<file path="config.mk">
export PLATFORM = sky130hd
export DESIGN_NAME = lfsr_rnd_gen
export DESIGN_NICKNAME = d
export VERILOG_FILES = /design/src/rtl/lfsr_rnd_pkg.sv /design/src/rtl/lfsr_rnd_step.sv /design/src/rtl/lfsr_rnd_gen.sv
export SDC_FILE = /design/constraint.sdc
export NUM_CORES = 1
export LEC_CHECK = 0
export CAP_MARGIN = 20
export CORE_ASPECT_RATIO = 1.25
export CORE_UTILIZATION = 24
export CTS_CLUSTER_DIAMETER = 120
export DETAILED_ROUTE_END_ITERATION = 8
export PLACE_DENSITY = 0.57
export SYNTH_ARGS = -nofsm -noshare
export SYNTH_HDL_FRONTEND = slang
export SYNTH_SLANG_ARGS = --single-unit
</file>
<file path="constraint.sdc">
create_clock -name I_clk -period 2.35 [get_ports I_clk]
set_input_delay 0.705 -clock I_clk [delete_from_list [all_inputs] [get_ports I_clk]]
set_output_delay 0.705 -clock I_clk [all_outputs]
set_load 0.02 [all_outputs]
</file>
<file path="src/rtl/lfsr_rnd_pkg.sv">
// Shared types and constants for the lfsr_rnd_gen pseudo-random word source.
// Holds the WARM/RUN state type, default polynomial/seed and counter sizing.
package lfsr_rnd_pkg;

  typedef enum logic {
    WARM = 1'b0,
    RUN  = 1'b1
  } lfsr_state_e;

  localparam logic [31:0] DEFAULT_POLY = 32'h80200003;
  localparam logic [31:0] DEFAULT_SEED = 32'hbed4dead;

  // Warm-up counter width: enough bits to hold WARMUP, never narrower than 1.
  function automatic int cnt_width(input int warmup);
    int w;
    w = $clog2(warmup + 1);
    return (w < 1) ? 1 : w;
  endfunction

endpackage

</file>
<file path="src/rtl/lfsr_rnd_step.sv">
// Purely combinational single Galois LFSR step; the top chains STEPS of these
// so one advance covers several steps in a single cycle.
module lfsr_rnd_step
  import lfsr_rnd_pkg::*;
#(
  parameter int               WIDTH = 32,
  parameter logic [WIDTH-1:0] POLY  = WIDTH'(DEFAULT_POLY)
) (
  input  logic [WIDTH-1:0] cur,
  output logic [WIDTH-1:0] nxt
);

  // The MSB feeds back into bit 0 and, through the tap mask, into every tapped bit.
  assign nxt = {cur[WIDTH-2:0] ^ (POLY[WIDTH-1:1] & {(WIDTH-1){cur[WIDTH-1]}}),
                cur[WIDTH-1]};

endmodule

</file>
<file path="src/rtl/lfsr_rnd_gen.sv">
// Parametrised Galois-LFSR word source with reseeding, warm-up and valid/ready output.
// Optional zero-state health check and sticky O_error enabled by LFSR_RND_HEALTH_EN.
module lfsr_rnd_gen
  import lfsr_rnd_pkg::*;
#(
  parameter int               WIDTH  = 32,
  parameter logic [WIDTH-1:0] POLY   = WIDTH'(DEFAULT_POLY),
  parameter logic [WIDTH-1:0] SEED   = WIDTH'(DEFAULT_SEED),
  parameter int               STEPS  = 1,
  parameter int               WARMUP = 4
) (
  input  logic             I_clk,
  input  logic             I_reset_n,
  input  logic             I_seed_we,
  input  logic [WIDTH-1:0] I_seed,
  output logic             O_valid,
  input  logic             I_ready,
  output logic [WIDTH-1:0] O_rnd,
  output logic             O_error
);

  localparam int             CW         = cnt_width(WARMUP);
  localparam logic [CW-1:0]  WARMUP_CNT = CW'(WARMUP);
  localparam lfsr_state_e    START_ST   = lfsr_state_e'((WARMUP == 0) ? RUN : WARM);

  logic [WIDTH-1:0]           state_q, state_d;
  logic [CW-1:0]              cnt_q, cnt_d;
  lfsr_state_e                fsm_q, fsm_d;
  logic                       zero_hit;
  logic [STEPS:0][WIDTH-1:0]  chain;

  assign chain[0] = state_q;

  for (genvar i = 0; i < STEPS; i++) begin : g_step
    lfsr_rnd_step #(
      .WIDTH (WIDTH),
      .POLY  (POLY)
    ) u_step (
      .cur (chain[i]),
      .nxt (chain[i+1])
    );
  end

`ifdef LFSR_RND_HEALTH_EN
  logic error_q;

  assign zero_hit = (state_q == '0);

  always_ff @(posedge I_clk or negedge I_reset_n) begin
    if (!I_reset_n) begin
      error_q <= 1'b0;
    end else if (zero_hit) begin
      error_q <= 1'b1;
    end
  end

  assign O_error = error_q;
`else
  assign zero_hit = 1'b0;
  assign O_error  = 1'b0;
`endif

  always_comb begin
    // NOTE: every output of this block gets a default first, so no path can infer a latch.
    state_d = state_q;
    cnt_d   = cnt_q;
    fsm_d   = fsm_q;
    if (zero_hit) begin
      state_d = SEED;
      cnt_d   = WARMUP_CNT;
      fsm_d   = START_ST;
    end else if (I_seed_we) begin
      // A seed load wins over a same-cycle handshake; that word stays unconsumed.
      state_d = (I_seed == '0) ? SEED : I_seed;
      cnt_d   = WARMUP_CNT;
      fsm_d   = START_ST;
    end else if (fsm_q == WARM) begin
      state_d = chain[STEPS];
      cnt_d   = cnt_q - CW'(1);
      if (cnt_q == CW'(1)) fsm_d = RUN;
    end else if (I_ready) begin
      state_d = chain[STEPS];
    end
  end

  always_ff @(posedge I_clk or negedge I_reset_n) begin
    // NOTE: sequential state uses non-blocking assignments so all flops update together.
    if (!I_reset_n) begin
      state_q <= SEED;
      cnt_q   <= WARMUP_CNT;
      fsm_q   <= START_ST;
    end else begin
      state_q <= state_d;
      cnt_q   <= cnt_d;
      fsm_q   <= fsm_d;
    end
  end

  assign O_valid = (fsm_q == RUN);
  assign O_rnd   = state_q;

endmodule

</file>
==> impl_table.tex, run 1 <==
\begin{tabular}{lr}
\hline
Metric & Value \\
\hline
\multicolumn{2}{l}{\textbf{Clock network}} \\
\quad Clock tree from TritonCTS & done \\
\quad TritonCTS sink count & 36 \\
\quad Number of hold buffers added after cts & 0 \\
\quad Post-CTS setup buffer count & 0 \\
\quad Deepest level of the CTS H-tree & 2 \\
\quad Number of buffers created by CTS & 5 \\
\quad Clock-pin slew on the worst setup and hold paths & 0.07 ns \\
\quad CTS max path bufs & 2 \\
\quad Post-cts resize count & 0 \\
\quad Clock latency on the worst-skew pair & 0.29 ns \\
\quad CTS Root Buffer Type & sky130\_fd\_sc\_hd\_\_clkbuf\_8 \\
\multicolumn{2}{l}{\textbf{Floorplan}} \\
\quad Core ar. & 7104 um\^{}2 \\
\quad Die outline height & 98.54 um \\
\quad Number of placement rows & 34 \\
\quad Die footprint & 7806 um\^{}2 \\
\quad Top-Level Pins & 70 \\
\quad Starting utilization of the core area & 25.18\% \\
\quad Chip Width & 79.23 um \\
\multicolumn{2}{l}{\textbf{Yosys}} \\
\quad Unique cell type count in the Yosys netlist & 27 \\
\quad Seq/Total Area, Yosys & 51.89\% \\
\quad Summed instance area of the synthesized netlist & 1789 um\^{}2 \\
\quad Dominant cells by area after synthesis & sky130\_fd\_sc\_hd\_\_dfstp\_2 32\%, sky130\_fd\_sc\_hd\_\_dfrtp\_1 20\%, sky130\_fd\_sc\_hd\_\_a2bb2oi\_1 9.3\% \\
\quad Cell accounting for the most synthesized area & sky130\_fd\_sc\_hd\_\_dfstp\_2 \\
\quad Total of flip-flops plus latches after synthesis & 36 \\
\quad Area share of the largest cell type after synthesis & 32.31\% \\
\quad Synth Area in Compound Gates & 20.84\% \\
\quad Xor/xnor share of the synthesized area & 2.448\% \\
\quad Adder and majority gate portion of the synthesized area & 1.399\% \\
\quad Top cell types by occurrence after synthesis & 32 x sky130\_fd\_sc\_hd\_\_nand2\_1, 24 x sky130\_fd\_sc\_hd\_\_a21oi\_1, 22 x sky130\_fd\_sc\_hd\_\_dfstp\_2, 19 x sky130\_fd\_sc\_hd\_\_a2bb2oi\_1, 14 x sky130\_fd\_sc\_hd\_\_dfrtp\_1 \\
\quad Post-synthesis area per instance & 9.996 um\^{}2 \\
\quad Dominant combinational cell family by area after synthesis & compound AO/OA/AOI/OAI gates \\
\quad Share of synthesized flip-flops with an asynchronous set or reset & 100.0\% \\
\quad Share of cell area taken by muxes after synthesis & 5.664\% \\
\quad Top FF cell, synth & sky130\_fd\_sc\_hd\_\_dfstp\_2 \\
\quad Number of cells produced by synthesis & 179 \\
\quad Warning count from the yosys run & 0 \\
\quad Post-Syn Nets & 217 \\
\quad Most frequently used cell type in the post-synthesis netlist & sky130\_fd\_sc\_hd\_\_nand2\_1 \\
\quad Count of flip-flops with a built-in enable after synthesis & 0 \\
\quad Simple-gate area share of the yosys netlist & 12.87\% \\
\multicolumn{2}{l}{\textbf{Setup path}} \\
\quad Kind of capture point of the worst setup path & primary output \\
\quad Total number of cells along the worst setup path & 1 \\
\quad Kind of cell adding the most delay to the critical path & buffers and inverters \\
\quad Data required time at the worst endpoint & 1.64 ns \\
\quad Master of the slowest instance on the critical path & sky130\_fd\_sc\_hd\_\_clkdlybuf4s50\_1 \\
\quad CP max FO & 5 \\
\quad Sequence of cells on the critical path & clkdlybuf4s50\_1 \\
\quad CP max stage delay & 0.62 ns \\
\quad Worst path buffer plus inverter count & 1 \\
\quad CP Class & register to primary output \\
\quad Number of cells on the worst reg-to-reg path & 5 \\
\quad Critical path arrival & 1.50 ns \\
\quad Worst setup SP type & register \\
\multicolumn{2}{l}{\textbf{Power and ir drop}} \\
\quad Static leakage & 0.001077 uW \\
\quad Power density over cell area & 706.6 nW/um\^{}2 \\
\quad Worst supply voltage drop on vdd & 0.2311 mV \\
\multicolumn{2}{l}{\textbf{Routing}} \\
\quad Detailed-route vias per instance & 4.634 \\
\quad Detail-routed net length per standard cell & 15.08 um \\
\quad Number of violations reported at the end of detailed-routing iteration 0 & 72 \\
\quad Detailed-route wire length & 5309 um \\
\quad Post-detailed-route DRC marker count & 0 \\
\quad Via count & 1631 \\
\quad Antenna Nets Post-Route & 0 \\
\quad 1st-pass router iterations & 4 \\
\multicolumn{2}{l}{\textbf{Final layout}} \\
\quad Signed area change from the synthesized netlist to the final layout & 54.06\% \\
\quad Post-layout nets & 299 \\
\quad Count of inserted antenna diode cells & 0 \\
\quad Fraction of layout cells with a size suffix above 1 & 21.37\% \\
\quad Footprint of the flip-flops and latches & 928.4 um\^{}2 \\
\quad \# fillers & 726 \\
\quad Area of the multi-input gates & 789.5 um\^{}2 \\
\multicolumn{2}{l}{\textbf{Timing}} \\
\quad RSZ-0062 raised after global routing & no \\
\quad Worst max-slew margin expressed relative to the limit & 64.44\% \\
\quad Crit path time final & 2.206 ns \\
\quad Layout Skew & 0.007887 ns \\
\quad Worst Hold Margin & 0.4556 ns \\
\quad Upper clock frequency limit & 453.4 MHz \\
\quad Period utilization & 93.86\% \\
\quad Worst Slack Setup Final & 0.1443 ns \\
\quad Number of setup violations in the final report & 0 \\
\quad Actual slew at the worst max-slew pin & 0.5335 ns \\
\quad Final Max Tran Viols & 0 \\
\quad Fin. Hold Viols & 0 \\
\multicolumn{2}{l}{\textbf{GRT}} \\
\quad Number of antenna violations at the first check in global routing & 0 \\
\quad Global-route wire length before repair & 8659 um \\
\quad Pin count of the biggest net entering global routing & 37 \\
\quad Vias in the first global route & 1660 \\
\quad Gr ovfl total & 0 \\
\quad Total Routing Usage GR & 14.47\% \\
\multicolumn{2}{l}{\textbf{Job}} \\
\quad \# Max-Cap Violations & 0 \\
\multicolumn{2}{l}{\textbf{Place}} \\
\quad Post-DP HPWL & 3915 um \\
\quad Last weighted congestion value of the routability-driven placer & 0.7415 \\
\quad Buffers added on ports & 68 \\
\quad Worst setup slack after placement & -0.2481 ns \\
\multicolumn{2}{l}{\textbf{Worst hold path}} \\
\quad Type of the most critical hold path & input pin to async pin \\
\multicolumn{2}{l}{\textbf{Outcome}} \\
\quad Result of the run & finished, final reports clean \\
\hline
\end{tabular}
[state kept, by name, summed over array words and instances, names as in the netlist]
register,cells
O_rnd,32
cnt_q,3
O_valid,1
[cells by family (layout without fill, tap and decap cells)]
family | count (synthesis) | count (layout)
compound gates | 57 | 57
simple gates | 52 | 52
flops | 36 | 36
buf+inv | 16 | 99
mux | 10 | 10
xor+xnor | 5 | 5
fa+ha+maj | 2 | 2
other cells | 1 | 1
[per-stage QoR]
stage	total power (uW)	area, um^2	cells	utilization (%)	setup TNS, ns
after CTS	1973	2744	352	38.62	0
after floorplan	1195	1789	179	-	0
after global routing	2068	2756	352	38.80	0
after detailed placement	1537	2663	344	37.48	-4.014
after global placement	1525	2663	344	37.48	-3.532
final	1948	2756	352	38.80	0
[area by class of cell]
class / count / share of cell area, %
inverters: 3 / 0.4085
multi-input cells: 127 / 28.64
well taps: 90 / 4.085
clock inverters: 1 / 0.1816
clock buffers: 7 / 2.769
flip-flops and latches: 36 / 33.68
repair buffers: 88 / 30.23
[per-layer routing]
layer | track usage, % | wire length (um) | vias up | part of all wire, %
li1 | - | - | 793 | -
met1 | 17.54 | 2225 | 796 | 42
met2 | 25.66 | 2825 | 40 | 53
met3 | 3.056 | 234 | 2 | 4.4
met4 | 3.776 | 23 | 0 | 0.43
met5 | 0 | 0 | - | 0
[placed cells by master (no fill, tap or decap), drive strengths merged, types with 2 or more instances in the layout]
cell type,count
nand4,2
a2bb2oi,20
mux2i,9
a21oi,24
clkdlybuf4s50,66
dfstp,22
buf,22
nor4,8
o21ai,12
xnor2,4
ha,2
nor2,7
inv,3
dfrtp,14
nand2b,2
clkbuf,7
nand2,32
[power breakdown]
group	leakage [uW]	switching [uW]	internal, uW	total (uW)
sequential	0.000398	100	772	872
clock	0.0000422	221	208	429
combinational	0.000637	308	339	647
total	0.00108	629	1320	1950
[final timing paths]
path	from	to	slack, ns
max in group asynchronous	I_reset_n	O_rnd[2]	1.54
min in group I_clk	O_rnd[26]	O_rnd[26]	0.48
worst min-delay path	I_reset_n	O_rnd[19]	0.46
worst min register to register	O_rnd[26]	O_rnd[26]	0.48
worst max register to register	O_valid	O_rnd[15]	0.96
worst max-delay path	O_rnd[31]	O_rnd[31]	0.14
No activity file was read; power rests on OpenSTA's default activity.
==> inputs of run 2 (changes only) <==
- PLACE_DENSITY: 0.57 -> 0.55
- REMOVE_ABC_BUFFERS: unset -> 1
- SYNTH_HIERARCHICAL: unset -> 1
==> run 2 against run 1 <==
Against the previous run: clock skew decreased by 0.0046 ns; clock power up 63%; core utilization is 7.8 points lower; largest cell class unchanged; power up 14%; critical path type unchanged.
==> impl_table.tex, run 2 <==
\begin{tabular}{lr}
\hline
Metric & Value \\
\hline
\multicolumn{2}{l}{\textbf{Floorplan}} \\
\quad Core ar. & 9174 um\^{}2 (+29\%) \\
\quad Die outline height & 110.6 um (+12\%) \\
\quad Die footprint & 9826 um\^{}2 (+26\%) \\
\quad Number of placement rows & 39 (+15\%) \\
\quad Top-Level Pins & 70 (unchanged) \\
\quad Chip Width & 88.86 um (+12\%) \\
\quad Starting utilization of the core area & 24.67\% (-0.51 points) \\
\multicolumn{2}{l}{\textbf{Timing}} \\
\quad Upper clock frequency limit & 452.7 MHz (-0.16\%) \\
\quad Worst Slack Setup Final & 0.1408 ns (-0.003515 ns) \\
\quad Layout Skew & 0.003249 ns (-0.004638 ns) \\
\quad Fin. Hold Viols & 0 (unchanged) \\
\quad Worst max-slew margin expressed relative to the limit & 44.96\% (-19 points) \\
\quad Worst Hold Margin & 0.4778 ns (+0.02218 ns) \\
\quad Period utilization & 94.01\% (+0.15 points) \\
\quad Fin Setup TNS & 0 ns (unchanged) \\
\quad Number of setup violations in the final report & 0 (unchanged) \\
\quad RSZ-0062 raised after global routing & no \\
\quad Crit path time final & 2.209 ns (+0.003515 ns) \\
\quad Final Max Tran Viols & 0 (unchanged) \\
\quad Actual slew at the worst max-slew pin & 0.8256 ns (+0.2921 ns) \\
\multicolumn{2}{l}{\textbf{Setup path}} \\
\quad Critical path arrival & 1.50 ns (about the same) \\
\quad CP Class & register to primary output \\
\quad CP max FO & 6 (+1) \\
\quad Kind of cell adding the most delay to the critical path & buffers and inverters \\
\quad Sequence of cells on the critical path & clkdlybuf4s50\_1 \\
\quad Kind of capture point of the worst setup path & primary output \\
\quad Master of the slowest instance on the critical path & sky130\_fd\_sc\_hd\_\_clkdlybuf4s50\_1 \\
\quad Worst path buffer plus inverter count & 1 (unchanged) \\
\quad Data required time at the worst endpoint & 1.64 ns (about the same) \\
\quad CP max stage delay & 0.62 ns (about the same) \\
\quad Worst setup SP type & register \\
\multicolumn{2}{l}{\textbf{Final layout}} \\
\quad Fraction of layout cells with a size suffix above 1 & 18.82\% (-2.6 points) \\
\quad Most used cells in the layout excluding fill and tap cells & 67 x sky130\_fd\_sc\_hd\_\_clkdlybuf4s50\_1, 32 x sky130\_fd\_sc\_hd\_\_nand2\_1, 31 x sky130\_fd\_sc\_hd\_\_o21ai\_0 \\
\quad Count of inserted antenna diode cells & 0 (unchanged) \\
\quad Signed area change from the synthesized netlist to the final layout & 25.48\% \\
\quad Post-layout nets & 292 (-2.3\%) \\
\quad Most frequent standard cell in the layout excluding fill and tap cells & sky130\_fd\_sc\_hd\_\_clkdlybuf4s50\_1 \\
\quad Largest register FFs & 32 (unchanged) \\
\quad Final standard cell count with taps included and fillers excluded & 378 (+7.4\%) \\
\quad Final Cell Area & 2840 um\^{}2 (+3.0\%) \\
\multicolumn{2}{l}{\textbf{Clock network}} \\
\quad Post-cts resize count & 0 (unchanged) \\
\quad Number of buffers created by CTS & 5 (unchanged) \\
\quad Clock tree from TritonCTS & done \\
\quad CTS Root Buffer Type & sky130\_fd\_sc\_hd\_\_clkbuf\_16 \\
\quad Number of hold buffers added after cts & 0 (unchanged) \\
\quad Deepest level of the CTS H-tree & 2 (unchanged) \\
\quad TritonCTS sink count & 36 (unchanged) \\
\quad Post-CTS setup buffer count & 0 (unchanged) \\
\quad CTS max path bufs & 2 (unchanged) \\
\quad Clock latency on the worst-skew pair & 0.28 ns (about the same) \\
\quad Clock-pin slew on the worst setup and hold paths & 0.06 ns (about the same) \\
\multicolumn{2}{l}{\textbf{Place}} \\
\quad Worst setup slack after placement & -0.1902 ns (+0.05789 ns) \\
\quad Buffers added on ports & 68 (unchanged) \\
\quad Number of cells after detailed placement & 370 (+7.6\%) \\
\quad Last weighted congestion value of the routability-driven placer & 0.6973 (-6.0\%) \\
\quad Cell area reported after detailed placement & 2684 um\^{}2 (+0.80\%) \\
\quad Post-DP HPWL & 4083 um (+4.3\%) \\
\multicolumn{2}{l}{\textbf{Yosys}} \\
\quad Most frequently used cell type in the post-synthesis netlist & sky130\_fd\_sc\_hd\_\_buf\_4 \\
\quad Dominant cells by area after synthesis & sky130\_fd\_sc\_hd\_\_dfstp\_2 26\%, sky130\_fd\_sc\_hd\_\_buf\_4 21\%, sky130\_fd\_sc\_hd\_\_dfrtp\_1 15\% \\
\quad Total of flip-flops plus latches after synthesis & 36 (unchanged) \\
\quad Number of cells produced by synthesis & 238 (+33\%) \\
\quad Count of flip-flops with a built-in enable after synthesis & 0 (unchanged) \\
\quad Cell accounting for the most synthesized area & sky130\_fd\_sc\_hd\_\_dfstp\_2 \\
\quad Top cell types by occurrence after synthesis & 63 x sky130\_fd\_sc\_hd\_\_buf\_4, 32 x sky130\_fd\_sc\_hd\_\_nand2\_1, 31 x sky130\_fd\_sc\_hd\_\_o21ai\_0, 22 x sky130\_fd\_sc\_hd\_\_dfstp\_2, 20 x sky130\_fd\_sc\_hd\_\_a2bb2oi\_1 \\
\quad Unique cell type count in the Yosys netlist & 26 (-3.7\%) \\
\quad Seq/Total Area, Yosys & 41.02\% (-11 points) \\
\quad Warning count from the yosys run & 6 (+6) \\
\quad Top FF cell, synth & sky130\_fd\_sc\_hd\_\_dfstp\_2 \\
\quad Summed instance area of the synthesized netlist & 2263 um\^{}2 (+27\%) \\
\quad Share of synthesized flip-flops with an asynchronous set or reset & 100.0\% (unchanged) \\
\quad Post-synthesis area per instance & 9.510 um\^{}2 (-4.9\%) \\
\quad Area share of the largest cell type after synthesis & 25.54\% (-6.8 points) \\
\multicolumn{2}{l}{\textbf{Routing}} \\
\quad Detailed-route vias per instance & 4.362 (-5.9\%) \\
\quad Detailed-route wire length & 5578 um (+5.1\%) \\
\quad Number of violations reported at the end of detailed-routing iteration 0 & 52 (-28\%) \\
\quad Detail-routed net length per standard cell & 14.76 um (-2.2\%) \\
\quad 1st-pass router iterations & 6 (+2) \\
\quad Antenna Nets Post-Route & 0 (unchanged) \\
\quad Post-detailed-route DRC marker count & 0 (unchanged) \\
\quad Via count & 1649 (+1.1\%) \\
\multicolumn{2}{l}{\textbf{Power and ir drop}} \\
\quad Worst supply voltage drop on vdd & 0.2533 mV (+9.6\%) \\
\quad Power density over cell area & 780.4 nW/um\^{}2 (+10\%) \\
\quad Static leakage & 0.001101 uW (+2.2\%) \\
\multicolumn{2}{l}{\textbf{GRT}} \\
\quad Number of antenna violations at the first check in global routing & 0 (unchanged) \\
\quad Vias in the first global route & 1686 (+1.6\%) \\
\quad Global-route wire length before repair & 8852 um (+2.2\%) \\
\quad Total Routing Usage GR & 11.90\% (-2.6 points) \\
\quad Pin count of the biggest net entering global routing & 37 (unchanged) \\
\quad Gr ovfl total & 0 (unchanged) \\
\multicolumn{2}{l}{\textbf{Worst hold path}} \\
\quad Type of the most critical hold path & register to register \\
\multicolumn{2}{l}{\textbf{Job}} \\
\quad \# Max-Cap Violations & 0 (unchanged) \\
\multicolumn{2}{l}{\textbf{Outcome}} \\
\quad Result of the run & finished, final reports clean \\
\hline
\end{tabular}
[run 2: where the power goes]
part           switching (uW)  internal (uW)
registers                99.8            779
logic                     307            333
clock network             246            451
[run 2: path summary, 6_finish.rpt]
kind / from / end / slack [ns] / cells past startpoint
max: O_rnd[31] / O_rnd[31] / 0.14 / 1
min: O_rnd[2] / O_rnd[2] / 0.48 / 2
max reg2reg: O_valid / O_rnd[15] / 0.90 / 4
min reg2reg: O_rnd[2] / O_rnd[2] / 0.48 / 2
max in group asynchronous: I_reset_n / O_rnd[6] / 1.30 / 1
min in group asynchronous: I_reset_n / O_rnd[21] / 0.52 / 1
[run 2: metrics by stage]
| step | power (uW) | util, % |
|---|---|---|
| finish | 2216 | 30.96 |
| global route | 2340 | 30.96 |
| CTS | 2247 | 30.96 |
| detailed placement | 1537 | 29.26 |
| global placement | 1530 | 29.26 |
| floorplan | 1177 | - |
[run 2: kinds of logic (layout without fill, tap and decap cells)]
| family | Yosys count | in the layout | share of synthesized area, % |
|---|---|---|---|
| buffers and inverters | 77 | 94 | 24.10 |
| AO/OA/AOI/OAI | 56 | 56 | 16.31 |
| AND/OR/NAND/NOR | 50 | 50 | 10.50 |
| flip-flops | 36 | 36 | 41.02 |
| multiplexers | 11 | 11 | 4.865 |
| XOR/XNOR | 5 | 5 | 1.935 |
| adder cells (fa/ha/maj) | 2 | 2 | 1.105 |
| other | 1 | 1 | 0.1657 |
[run 2: per-layer routing]
metal  share of wire [%]  routed length, um  global-route usage [%]
met3                 6.3                352                   2.616
met1                  43               2400                   14.82
met2                  50               2763                   20.15
met4                 1.1                 61                   3.548
met5                   0                  0                       0
[run 2: layout make-up]
class / instances / area [um^2]
sequential: 36 / 928.4
multi-input combinational: 125 / 789.5
tap: 123 / 153.9
inverter: 3 / 11.26
fill: 999 / 6334
timing repair buffer: 83 / 800.8
clock buffer: 8 / 156.4
==> inputs of run 3 (changes only) <==
==> constraint.sdc (replaced) <==
create_clock -name I_clk -period 2.35 [get_ports I_clk]
set_input_delay 0.5875 -clock I_clk [delete_from_list [all_inputs] [get_ports I_clk]]
set_output_delay 0.5875 -clock I_clk [all_outputs]
set_load 0.02 [all_outputs]
==> run 3 against run 2 <==
Against the previous run: hold slack got worse by 0.071 ns; register-to-register slack about the same; via count decreased by 3.4%; wire length decreased by 3.1%; count of clock-buffer cells in the layout decreased by 2; global-route usage decreased by 0.14 points; sequential power about the same; fmax increased by 5.6%; sequential share of layout area increased by 0.62 points; power decreased by 1.4%; final area decreased by 1.9%; critical path type unchanged; critical endpoint unchanged; highest routed layer unchanged.
==> impl_table.tex, run 3 (synthesis results as in run 2) <==
\begin{tabular}{lr}
\hline
Metric & Value \\
\hline
\multicolumn{2}{l}{\textbf{Timing}} \\
\quad Period utilization & 88.99\% (-5.0 points) \\
\quad Number of setup violations in the final report & 0 (unchanged) \\
\quad Worst Hold Margin & 0.4071 ns (-0.07066 ns) \\
\quad Fin. Hold Viols & 0 (unchanged) \\
\quad Final Max Tran Viols & 0 (unchanged) \\
\quad Crit path time final & 2.091 ns (-0.1178 ns) \\
\quad Upper clock frequency limit & 478.2 MHz (+5.6\%) \\
\quad RSZ-0062 raised after global routing & no \\
\quad Worst max-slew margin expressed relative to the limit & 44.95\% (about the same) \\
\quad Actual slew at the worst max-slew pin & 0.8258 ns (+0.0002194 ns) \\
\quad Layout Skew & 0.002163 ns (-0.001086 ns) \\
\multicolumn{2}{l}{\textbf{Setup path}} \\
\quad CP max stage delay & 0.62 ns (about the same) \\
\quad Sequence of cells on the critical path & clkdlybuf4s50\_1 \\
\quad Data required time at the worst endpoint & 1.76 ns (+0.12 ns) \\
\quad Kind of cell adding the most delay to the critical path & buffers and inverters \\
\quad Master of the slowest instance on the critical path & sky130\_fd\_sc\_hd\_\_clkdlybuf4s50\_1 \\
\quad Critical path arrival & 1.50 ns (about the same) \\
\quad Worst setup SP type & register \\
\quad CP max FO & 6 (unchanged) \\
\quad Worst path buffer plus inverter count & 1 (unchanged) \\
\quad CP Class & register to primary output \\
\quad Kind of capture point of the worst setup path & primary output \\
\multicolumn{2}{l}{\textbf{Floorplan}} \\
\quad Top-Level Pins & 70 (unchanged) \\
\quad Core ar. & 9174 um\^{}2 (unchanged) \\
\quad Die footprint & 9826 um\^{}2 (unchanged) \\
\quad Number of placement rows & 39 (unchanged) \\
\quad Chip Width & 88.86 um (unchanged) \\
\quad Starting utilization of the core area & 24.67\% (unchanged) \\
\quad Die outline height & 110.6 um (unchanged) \\
\multicolumn{2}{l}{\textbf{Clock network}} \\
\quad Post-cts resize count & 0 (unchanged) \\
\quad TritonCTS sink count & 36 (unchanged) \\
\quad CTS Root Buffer Type & sky130\_fd\_sc\_hd\_\_clkbuf\_16 \\
\quad Number of hold buffers added after cts & 0 (unchanged) \\
\quad Clock tree from TritonCTS & done \\
\quad Post-CTS setup buffer count & 0 (unchanged) \\
\quad CTS max path bufs & 2 (unchanged) \\
\quad Deepest level of the CTS H-tree & 2 (unchanged) \\
\quad Clock-pin slew on the worst setup and hold paths & 0.06 ns (about the same) \\
\quad Number of buffers created by CTS & 5 (unchanged) \\
\quad Clock latency on the worst-skew pair & 0.28 ns (about the same) \\
\multicolumn{2}{l}{\textbf{Routing}} \\
\quad Antenna Nets Post-Route & 0 (unchanged) \\
\quad Post-detailed-route DRC marker count & 0 (unchanged) \\
\quad Detailed-route vias per instance & 4.282 (-1.8\%) \\
\quad Number of violations reported at the end of detailed-routing iteration 0 & 40 (-23\%) \\
\quad Detail-routed net length per standard cell & 14.53 um (-1.6\%) \\
\quad Detailed-route wire length & 5404 um (-3.1\%) \\
\quad 1st-pass router iterations & 4 (-2) \\
\quad Via count & 1593 (-3.4\%) \\
\multicolumn{2}{l}{\textbf{Power and ir drop}} \\
\quad Sw frac & 30.22\% (+0.76 points) \\
\quad Register share of total power & 40.3\% (+0.7 points) \\
\quad Static leakage & 0.001071 uW (-2.7\%) \\
\quad Combinational cell fraction of total power & 28.9\% (about the same) \\
\quad Clock share of power & 30.8\% (-0.7 points) \\
\quad Internal cell power & 1524 uW (-2.5\%) \\
\quad Power density over cell area & 783.7 nW/um\^{}2 (+0.42\%) \\
\quad Worst supply voltage drop on vdd & 0.2666 mV (+5.2\%) \\
\quad Net Sw Power & 660.3 uW (+1.1\%) \\
\multicolumn{2}{l}{\textbf{GRT}} \\
\quad Total Routing Usage GR & 11.77\% (-0.14 points) \\
\quad Pin count of the biggest net entering global routing & 37 (unchanged) \\
\quad Vias in the first global route & 1631 (-3.3\%) \\
\quad Number of antenna violations at the first check in global routing & 0 (unchanged) \\
\quad Gr ovfl total & 0 (unchanged) \\
\quad Global-route wire length before repair & 8673 um (-2.0\%) \\
\multicolumn{2}{l}{\textbf{Final layout}} \\
\quad Largest register FFs & 32 (unchanged) \\
\quad Count of inserted antenna diode cells & 0 (unchanged) \\
\quad \# fillers & 997 (-0.20\%) \\
\quad Layout Utilization & 30.39\% (-0.57 points) \\
\quad Signed area change from the synthesized netlist to the final layout & 23.16\% \\
\quad Area of the multi-input gates & 789.5 um\^{}2 (unchanged) \\
\quad Most used cells in the layout excluding fill and tap cells & 67 x sky130\_fd\_sc\_hd\_\_clkdlybuf4s50\_1, 32 x sky130\_fd\_sc\_hd\_\_nand2\_1, 31 x sky130\_fd\_sc\_hd\_\_o21ai\_0 \\
\quad Footprint of the flip-flops and latches & 928.4 um\^{}2 (unchanged) \\
\quad Most frequent standard cell in the layout excluding fill and tap cells & sky130\_fd\_sc\_hd\_\_clkdlybuf4s50\_1 \\
\quad Fraction of layout cells with a size suffix above 1 & 17.27\% (-1.6 points) \\
\quad Post-layout nets & 286 (-2.1\%) \\
\multicolumn{2}{l}{\textbf{Job}} \\
\quad \# Max-Cap Violations & 0 (unchanged) \\
\multicolumn{2}{l}{\textbf{Place}} \\
\quad Post-DP HPWL & 3998 um (-2.1\%) \\
\quad Buffers added on ports & 68 (unchanged) \\
\quad Last weighted congestion value of the routability-driven placer & 0.7059 (+1.2\%) \\
\multicolumn{2}{l}{\textbf{Outcome}} \\
\quad Result of the run & finished, final reports clean \\
\multicolumn{2}{l}{\textbf{Worst hold path}} \\
\quad Type of the most critical hold path & input pin to async pin \\
\hline
\end{tabular}
-- run 3: cell count changes in the layout (fill, tap and decap cells not counted), sizes merged --
cell    delta
clkbuf     -2
clkinv     +2
buf        -6
-- run 3: worst paths after layout --
kind	end	slack (ns)	start	cells after the start
min	O_rnd[21]	0.41	I_reset_n	1
min reg2reg	O_rnd[27]	0.48	O_rnd[27]	2
max	O_rnd[31]	0.26	O_rnd[31]	1
min in group I_clk	O_rnd[27]	0.48	O_rnd[27]	2
max reg2reg	O_rnd[3]	0.89	O_valid	4
max in group asynchronous	O_rnd[13]	1.43	I_reset_n	1
-- run 3: per-stage QoR --
step | total power (uW) | TNS, ns | std cells | setup slack, ns | instance area, um^2
finish | 2185 | 0 | 372 | 0.2586 | 2788
global route | 2306 | 0 | 372 | 0.07043 | 2788
CTS | 2220 | 0 | 372 | 0.1991 | 2788
detailed placement | 1530 | -1.203 | 364 | -0.09778 | 2639
global placement | 1523 | -0.3976 | 364 | -0.02964 | 2639
floorplan | 1177 | 0 | 164 | 0.5522 | 1729
-- run 3: power groups by stage --
stage               Combinational, uW  Sequential (uW)  Clock, uW
finish                            632              880        673
global route                      688              901        717
CTS                               642              884        694
floorplan                         193              984          0
detailed placement                640              890          0
global placement                  634              889          0
-- run 3: cell type report --
cell class	count	share of cell area, %
clock buffers	6	4.982
clock inverters	2	0.3591
inverters	3	0.4040
multi-input cells	125	28.32
flip-flops and latches	36	33.30
well taps	123	5.521
repair buffers	77	27.11
-- run 3: layer usage --
metal	GRT usage (%)	share of wire [%]	vias to the layer above
met5	0	0	-
met4	2.581	0.50	0
met3	3.139	5.9	5
met2	19.69	49	52
met1	14.92	45	762
li1	-	-	774
